### src/rtl/nibble_serial_compare_ctrl.sv
// Serial magnitude comparator: one 4-bit compare stage walked MSB->LSB.
// Optional macro EARLY_EXIT_EN stops on the first differing nibble.
module nibble_serial_compare_ctrl #(
  parameter int WIDTH = 16
) (
  input  logic             clk,
  input  logic             rst_n,
  input  logic             start,
  input  logic [WIDTH-1:0] a,
  input  logic [WIDTH-1:0] b,
  output logic             busy,
  output logic             done,
  output logic             a_equal_b,
  output logic             a_less_b,
  output logic             a_greater_b
);

  localparam int NIB = WIDTH / 4;
  localparam int IW  = (NIB > 1) ? $clog2(NIB) : 1;

  generate
    if (WIDTH < 4 || (WIDTH % 4) != 0) begin : g_bad_width
      $error("WIDTH must be a multiple of 4 and at least 4");
    end
  endgenerate

  typedef enum logic [1:0] {
    IDLE,
    COMPARE,
    DONE
  } state_t;

  state_t state, state_d;

  logic [WIDTH-1:0] a_q, b_q;
  logic [WIDTH-1:0] a_sh, b_sh;
  logic [IW-1:0]    idx;
  logic [3:0]       na, nb;
  logic             decided, dec_lt, dec_gt;
  logic             ne, term, cap, step;
  logic             fin_lt, fin_gt;

  assign a_sh = a_q >> {idx, 2'b00};
  assign b_sh = b_q >> {idx, 2'b00};
  assign na   = a_sh[3:0];
  assign nb   = b_sh[3:0];
  assign ne   = (na != nb);

`ifdef EARLY_EXIT_EN
  assign term = (idx == '0) || ne;
`else
  assign term = (idx == '0);
`endif

  // An earlier decision always wins over the current nibble.
  always_comb begin
    fin_lt = na < nb;
    fin_gt = na > nb;
    if (decided) begin
      fin_lt = dec_lt;
      fin_gt = dec_gt;
    end
  end

  always_comb begin
    state_d = state;
    cap     = 1'b0;
    step    = 1'b0;
    unique case (state)
      IDLE: begin
        if (start) begin
          cap     = 1'b1;
          state_d = COMPARE;
        end
      end
      COMPARE: begin
        step = 1'b1;
        if (term) state_d = DONE;
      end
      DONE:    state_d = IDLE;
      default: state_d = IDLE;
    endcase
  end

  assign busy = (state != IDLE);
  assign done = (state == DONE);

  always_ff @(posedge clk or negedge rst_n) begin
    if (!rst_n) begin
      state       <= IDLE;
      a_q         <= '0;
      b_q         <= '0;
      idx         <= '0;
      decided     <= 1'b0;
      dec_lt      <= 1'b0;
      dec_gt      <= 1'b0;
      a_equal_b   <= 1'b0;
      a_less_b    <= 1'b0;
      a_greater_b <= 1'b0;
    end else begin
      state <= state_d;
      if (cap) begin
        a_q     <= a;
        b_q     <= b;
        idx     <= IW'(NIB - 1);
        decided <= 1'b0;
        dec_lt  <= 1'b0;
        dec_gt  <= 1'b0;
      end
      if (step) begin
        if (ne && !decided) begin
          decided <= 1'b1;
          dec_lt  <= na < nb;
          dec_gt  <= na > nb;
        end
        if (term) begin
          a_less_b    <= fin_lt;
          a_greater_b <= fin_gt;
          a_equal_b   <= !fin_lt && !fin_gt;
        end else begin
          idx <= idx - IW'(1);
        end
      end
    end
  end

endmodule

### config.mk
export PLATFORM = sky130hd
export DESIGN_NAME = nibble_serial_compare_ctrl
export DESIGN_NICKNAME = d
export VERILOG_FILES = /design/src/rtl/nibble_serial_compare_ctrl.sv
export SDC_FILE = /design/constraint.sdc
export NUM_CORES = 1
export LEC_CHECK = 0
export CELL_PAD_IN_SITES_DETAIL_PLACEMENT = 1
export CELL_PAD_IN_SITES_GLOBAL_PLACEMENT = 1
export CORE_MARGIN = 8
export CORE_UTILIZATION = 38
export CTS_CLUSTER_DIAMETER = 80
export DETAILED_ROUTE_END_ITERATION = 10
export PLACE_DENSITY_LB_ADDON = 0.1
export SYNTH_ARGS = -nofsm -noshare
export SYNTH_HDL_FRONTEND = slang
export SYNTH_SLANG_ARGS = --single-unit
### constraint.sdc
create_clock -name clk -period 2.75 [get_ports clk]
set_input_delay 0.275 -clock clk [delete_from_list [all_inputs] [get_ports clk]]
set_output_delay 0.275 -clock clk [all_outputs]
set_load 0.02 [all_outputs]
# ---- Yosys cells after proc, flatten, opt, wreduce, memory -nomap -nowiden
# Cells that the tools add are included.
dict set report totals {
  in_bits 35
  regBits 42
}
dict set report op_classes {
  n_addsub 1
  reduce_logical 10
  n_eq_ne 5
  shifts 2
  magnitude_cmp 2
  mux 20
}
# op n
set op_table {}
lappend op_table {{$shr A16 B4 Y4} 2}
lappend op_table {{$mux W1} 14}
lappend op_table {{$mux W2} 5}
lappend op_table {{$gt A4 B4 Y1} 1}
lappend op_table {{$logic_not A2 Y1} 2}
lappend op_table {{$lt A4 B4 Y1} 1}
lappend op_table {{$ne A2 B2 Y1 const B} 2}
lappend op_table {{$ne A4 B4 Y1} 1}
lappend op_table {{$pmux W2 S2} 1}
lappend op_table {{$reduce_and A2 Y1} 2}
lappend op_table {{$logic_not A1 Y1} 3}
lappend op_table {{$eq A2 B1 Y1 const B} 1}
lappend op_table {{$eq A2 B2 Y1 const B} 1}
lappend op_table {{$logic_and A1 B1 Y1} 2}
lappend op_table {{$reduce_bool A2 Y1} 1}
lappend op_table {{$sub A2 B1 Y2 const B} 1}

# ---- Longest topological paths before layout
# Gate-level depths: netlist of run 1.
dict set report logic_depth {
  word_depth 5
  depth_mapped 8
  mapped_depth_nobuf 7
}

# ---- Worst setup path before layout of run 1
# Ideal clock, no wire load.
dict set report synth_path {
  path_kind {register to register}
  start {register idx[0]}
  end {register a_equal_b}
  required_time_ns 2.630
  arrival_ns 2.176
  path_stages_with_launch 8
  setup_time_ns 0.120
  slack_ns 0.453
  path_cell_list {dfrtp_1 > buf_2 > mux4_2 > ha_1 > o21ai_1 > a21oi_1 > or3_1 > a41o_1}
}
dict set report synth_via {
  elab_chain_len 5
  elab_cells_between_ends 11
  classes_between {order compare (2); shift (2); mux (2); reduce/logical (5)}
}
# element line
set synth_rtl {}
lappend synth_rtl {{from (decl)} 37} ;# logic [IW-1:0] idx;
lappend synth_rtl {{from (signal assigned)} 105} ;# idx <= IW'(NIB - 1);
lappend synth_rtl {{from (signal assigned)} 121} ;# idx <= idx - IW'(1);
lappend synth_rtl {{$shr A16 B4 Y4, on equally long branches} {43, 44}}
lappend synth_rtl {{$lt A4 B4 Y1 / $gt A4 B4 Y1 (equally long branches)} {57, 58}}
lappend synth_rtl {{$mux W1} 59} ;# if (decided) begin
lappend synth_rtl {{$logic_not A1 Y1} 119} ;# a_equal_b <= !fin_lt && !fin_gt;
lappend synth_rtl {{$logic_and A1 B1 Y1} 119}
lappend synth_rtl {{to (signal assigned)} 119}
lappend synth_rtl {{to (decl)} 13} ;# output logic a_equal_b,
# Parallel ways exist; a longest one is shown, timed or not.
# A chain may end at the register's enable or synchronous reset.

# ---- Final worst setup path of run 1
# Same ends and word-level chain as after synthesis.

==> results by group, run 1 <==
Cells and area
  – Area Growth Syn to Fin: 28.3%
  – Area of the multi-input gates: 815 um2
  – Diodes inserted: 0
  – NumNets Final: 282
  – Fillers: 587
  – Post-route cell area: 2470 um2
  – Share of cells above drive strength 1: 8.61%
  – Sequential cell area: 1050 um2
  – Non-filler cells, final: 314

Place
  – Placer Congestion: 0.713
  – Post-DP Area: 2370 um2
  – Dpl cells: 306
  – DP HPWL: 3.23 mm
  – # port buffers: 39

Global routing
  – First-pass GRT wire length: 7.93 mm
  – Antenna violations before repair: 0
  – Pin count of the biggest net entering global routing: 43
  – Met1 Usage GRT: 16.2%
  – GRT Util Overall: 13.4%
  – Grt ovf: 0
  – Grt met3 use: 3.68%
  – Met2 Use GR: 22.2%
  – Most Crowded Layer GR: met2
  – Vias in the first global route: 1,667

Drt
  – DRC viols: 0
  – DRT Wirelength: 4.36 mm
  – Vias per cell: 4.76
  – Initial drt markers: 43
  – WL per Instance: 13.9 um
  – Final ANT Viol Nets: 0
  – Pre-Repair DR Iteration Count: 4
  – DR vias: 1,495

CTS
  – Clk_lat worst skew: 0.29 ns
  – CTS tree: done
  – Clock root cell: clkbuf_8
  – Clock Sinks: 42
  – # H-tree levels: 2
  – CTS clk-pin slew, worst paths: 0.08 ns
  – CTS max path bufs: 2
  – Hold Buf Count CTS: 0
  – CTS Buf Count: 5
  – Setup Fix Bufs, Post-CTS: 0
  – Post-CTS sizing: 0

Worst setup path
  – Critical Path RT: 2.94 ns
  – Critical path type: reg2reg
  – Critical Path AT: 2.73 ns
  – CP Capture Type: register
  – R2R depth: 6
  – CP Max Fanout: 12
  – Crit path launch type: register

Yosys
  – Top-area cell type share of the netlist area: 54.7%
  – Main area contributors after synthesis: dfrtp_1, nand2_1, mux4_2
  – Synthesized net count: 243
  – Yosys top cell by area: dfrtp_1
  – Post-Syn Instances: 204
  – EDFF count, synth: 0
  – Top cells by count, synth: nand2_1, dfrtp_1, nor2_1
  – Ys flop type: dfrtp_1
  – Async set-reset flop share out of synthesis: 100%
  – Netlist cell types: 25
  – Synth Area per Inst: 9.43 um2
  – Register area share after synthesis: 54.7%
  – Number of synthesized register bits: 42
  – Yosys warns: 0
  – Synthesized area: 1920 um2
  – Count leader, synth: nand2_1

STA
  – Final setup viols: 0
  – Slew at the pin closest to its max-slew limit: 0.936 ns
  – RSZ-0062 raised after global routing: false
  – Fin crit period: 2.54 ns
  – Clk_skew: 0.00576 ns
  – Slew Limit Fails: 0
  – Hold Vio Cnt, Final: 0
  – Final worst-path cycle share: 92.5%
  – Hold_ws: 0.123 ns
  – Peak Freq: 393 MHz
  – Relative slew slack: 37.6%
  – Setup tns final: 0 ns

Floorplan
  – Core Region: 5010 um2
  – # rows: 26
  – I/O pins: 40
  – Initial Utilization: 38.4%
  – Die area: 7590 um2
  – Horiz. Die Dim: 87.1 um
  – Die H: 87.1 um

Run status
  – Status: finished, final reports clean

Pwr
  – PD cells: 1150 nW/um2
  – Peak VDD IR: 0.350 mV
  – Leak: 0.00118 uW

Hold path
  – Min-delay worst type: in2async

Job
  – Maxcap violations: 0
-- worst paths after layout --
kind	startpoint	end	slack, ns
max in group asynchronous	rst_n	a_q[15]	2.06
hold reg to reg	a_q[2]	a_q[2]	0.47
hold / removal	rst_n	a_q[4]	0.12
setup reg to reg	idx[0]	a_equal_b	0.21
setup / recovery	idx[0]	a_equal_b	0.21
min in group clk	a_q[2]	a_q[2]	0.47
-- cell families after synthesis --
kind of cell	Yosys count	synth area share, %
and+or+nand+nor	121	25.3
adders and majority gates	4	2.60
muxes	8	9.37
buffers and inverters	14	3.32
AOI/OAI and AO/OA	15	4.75
DFF	42	54.7
-- stage by stage --
stage / utilization, % / worst slack, ns / power (uW)
after CTS: 49.3 / 0.162 / 2890
after detailed placement: 47.4 / 0.174 / 2460
after global routing: 49.3 / 0.000852 / 3130
after floorplan: - / 0.453 / 2050
after global placement: 47.4 / 0.233 / 2410
final: 49.3 / 0.206 / 2830
-- area by class of cell --
type / instances / share of cell area [%]
flip-flops and latches: 42 / 42.6
inverters: 5 / 0.761
well taps: 70 / 3.55
clock buffers: 6 / 3.35
multi-input cells: 148 / 33.0
clock inverters: 2 / 0.507
repair buffers: 41 / 16.2
-- layout by cell type, fill, tap and decap left out, types with 2 or more instances in the layout --
cell / Yosys / layout
mux4_2: 8 / 8
dfrtp_1: 42 / 42
a21oi_1: 3 / 3
o21ai_0: 5 / 5
nand2_1: 101 / 101
a31oi_1: 2 / 2
clkdlybuf4s50_1: 0 / 38
inv_1: 5 / 5
nand2b_1: 2 / 2
ha_1: 4 / 4
nor2_1: 9 / 9
nor2b_1: 2 / 2
nand3_1: 2 / 2
buf_4: 1 / 2
clkbuf_8: 0 / 6
-- registers in the layout, summed over array words and instances (netlist names) --
name	cells
dec_lt	1
a_equal_b	1
a_q	16
a_greater_b	1
a_less_b	1
b_q	16
decided	1
dec_gt	1
idx	2
state	2
-- worst max-delay path, cell delays in order (launching register included) --
cell     delay, ns
dfrtp_1       0.73
mux4_2        0.59
ha_1          0.33
o21ai_1       0.13
a21oi_1       0.09
or3_1         0.34
a41o_1        0.24
-- routing by layer --
layer,up-vias,part of all wire (%)
li1,733,-
met1,732,46
met2,25,49
met3,5,4.3
met4,0,1.3
met5,-,0
-- power by group --
group          total, uW  switching, uW  internal (uW)  leakage, uW
registers           1170            260            914     0.000518
clock network        413            211            202    0.0000472
logic               1240            634            610     0.000616
total               2830           1110           1730      0.00118
(Power assumes the default switching activity.)
==> run 2, diff against run 1 <==
--- a/config.mk
+++ b/config.mk
@@ -7,7 +7,7 @@
 export LEC_CHECK = 0
 export CELL_PAD_IN_SITES_DETAIL_PLACEMENT = 1
 export CELL_PAD_IN_SITES_GLOBAL_PLACEMENT = 1
-export CORE_MARGIN = 8
+export CORE_MARGIN = 5
 export CORE_UTILIZATION = 38
 export CTS_CLUSTER_DIAMETER = 80
 export DETAILED_ROUTE_END_ITERATION = 10
==> results by group, run 2 (synthesized netlist as in run 1, its figures left out) <==
CTS
  – Setup Fix Bufs, Post-CTS: 0
  – CTS max path bufs: 2
  – Post-CTS sizing: 0
  – CTS clk-pin slew, worst paths: 0.07 ns
  – Hold Buf Count CTS: 0
  – Clock Sinks: 42
  – Clock root cell: clkbuf_8
  – CTS tree: done
  – Clk_lat worst skew: 0.28 ns
  – CTS Buf Count: 5
  – # H-tree levels: 2

Floorplan
  – Core Region: 4820 um2
  – Die H: 81.1 um
  – Die area: 6580 um2
  – Horiz. Die Dim: 81.1 um
  – Initial Utilization: 39.9%
  – I/O pins: 40
  – # rows: 25

Drt
  – Initial drt markers: 77
  – Vias per cell: 4.71
  – DR vias: 1,465
  – WL per Instance: 13.5 um
  – Pre-Repair DR Iteration Count: 4
  – DRT Wirelength: 4.21 mm
  – Final ANT Viol Nets: 0
  – DRC viols: 0

Worst setup path
  – CP cell instances: mux4_2 > ha_1 > o21ai_1 > a21oi_1 > or3_1 > a41o_1
  – Setup slack, reg-to-reg: 0.19 ns
  – Critical path type: reg2reg
  – Slowest-stage cell, CP: dfrtp_1
  – CP Capture Type: register
  – Critical Path RT: 2.92 ns
  – RR Endpoint: a_equal_b
  – Reg-to-reg startpoint: idx[0]
  – Critical Path AT: 2.73 ns
  – R2R depth: 6
  – CP Max Fanout: 12
  – Crit path launch type: register
  – CP peak stage delay: 0.71 ns

Place
  – Post-DP Area: 2370 um2
  – DP HPWL: 3.18 mm
  – # port buffers: 39
  – Placer Congestion: 0.785

STA
  – Fin crit period: 2.56 ns
  – Relative slew slack: 38.0%
  – Final setup viols: 0
  – Clk_skew: 0.00386 ns
  – Final worst-path cycle share: 92.9%
  – RSZ-0062 raised after global routing: false
  – Setup tns final: 0 ns
  – Hold Vio Cnt, Final: 0
  – Slew Limit Fails: 0
  – Peak Freq: 391 MHz
  – Slew at the pin closest to its max-slew limit: 0.930 ns

Global routing
  – Pin count of the biggest net entering global routing: 43
  – Vias in the first global route: 1,608
  – Grt met3 use: 3.10%
  – Met2 Use GR: 24.8%
  – Most Crowded Layer GR: met2
  – Antenna violations before repair: 0
  – Grt ovf: 0
  – GRT Util Overall: 14.6%
  – Met1 Usage GRT: 19.4%
  – First-pass GRT wire length: 7.44 mm

Cells and area
  – Sequential cell area: 1050 um2
  – Share of cells above drive strength 1: 7.79%
  – Fillers: 560
  – Post-route cell area: 2470 um2
  – Largest registers: a_q x16, b_q x16
  – Commonest non-fill, non-tap cell in the layout: nand2_1
  – NumNets Final: 282
  – Area of the multi-input gates: 815 um2
  – Most frequent cells in the layout: nand2_1, dfrtp_1, clkdlybuf4s50_1, nor2_1, mux4_2
  – Diodes inserted: 0
  – Area Growth Syn to Fin: 28.7%

Run status
  – Status: finished, final reports clean

Pwr
  – Leak: 0.00119 uW
  – Peak VDD IR: 0.412 mV
  – PD cells: 1170 nW/um2

Job
  – Maxcap violations: 0

Hold path
  – Min-delay worst type: in2async
## run 2: cell types whose count changed in the layout (fill, tap and decap cells not counted)
| cell | change |
|---|---|
| clkinvlp_4 | -1 |
| bufinv_16 | +1 |
| clkbuf_8 | -1 |
| clkinv_2 | -1 |
| clkbuf_1 | +2 |
## run 2: final cells by class
type / count / share of cell area, %
flip-flops and latches: 42 / 42.5
multi-input cells: 148 / 32.9
clock inverters: 1 / 1.21
inverters: 5 / 0.758
repair buffers: 41 / 16.2
well taps: 67 / 3.39
clock buffers: 7 / 3.08
## run 2: how the worst max path moves through the flow
stage	depth (start not counted)	slack, ns	endpoint	start
after floorplan	7	0.45	a_equal_b	idx[0]
after global placement	6	0.25	a_equal_b	idx[0]
after detailed placement	6	0.19	a_equal_b	idx[0]
after CTS	6	0.18	a_equal_b	idx[0]
after global routing	6	0.04	a_equal_b	idx[0]
final	6	0.19	a_equal_b	idx[0]
## run 2: per-layer routing
layer	up-vias	share of wire (%)
met5	-	0
met4	0	0.36
met3	2	4.0
met2	22	49
met1	706	46
li1	735	-
## run 2: where the power goes
group          leakage, uW  switching [uW]  internal, uW
combinational     0.000616             647           610
clock            0.0000524             196           272
sequential        0.000518             263           915
total              0.00119            1110          1800
## run 2: critical path: cells and delay by family (launching register included)
kind            cells  cell delay, ns
flops               1            0.71
mux                 1            0.57
simple gates        1            0.36
compound gates      3            0.48
fa+ha+maj           1            0.32
## run 2: metrics by stage
| stage | utilization [%] | setup WS (ns) | power (uW) | hold slack, ns | std cells |
|---|---|---|---|---|---|
| 5_1_grt | 51.4 | 0.0429 | 3190 | 0.216 | 311 |
| 6_report | 51.4 | 0.194 | 2900 | 0.131 | 311 |
| 2_1_floorplan | - | 0.453 | 2050 | -0.0206 | 204 |
| 4_1_cts | 51.4 | 0.177 | 2950 | 0.158 | 311 |
| 3_5_place_dp | 49.2 | 0.189 | 2460 | 0.461 | 303 |
| 3_3_place_gp | 49.2 | 0.255 | 2400 | 0.457 | 303 |
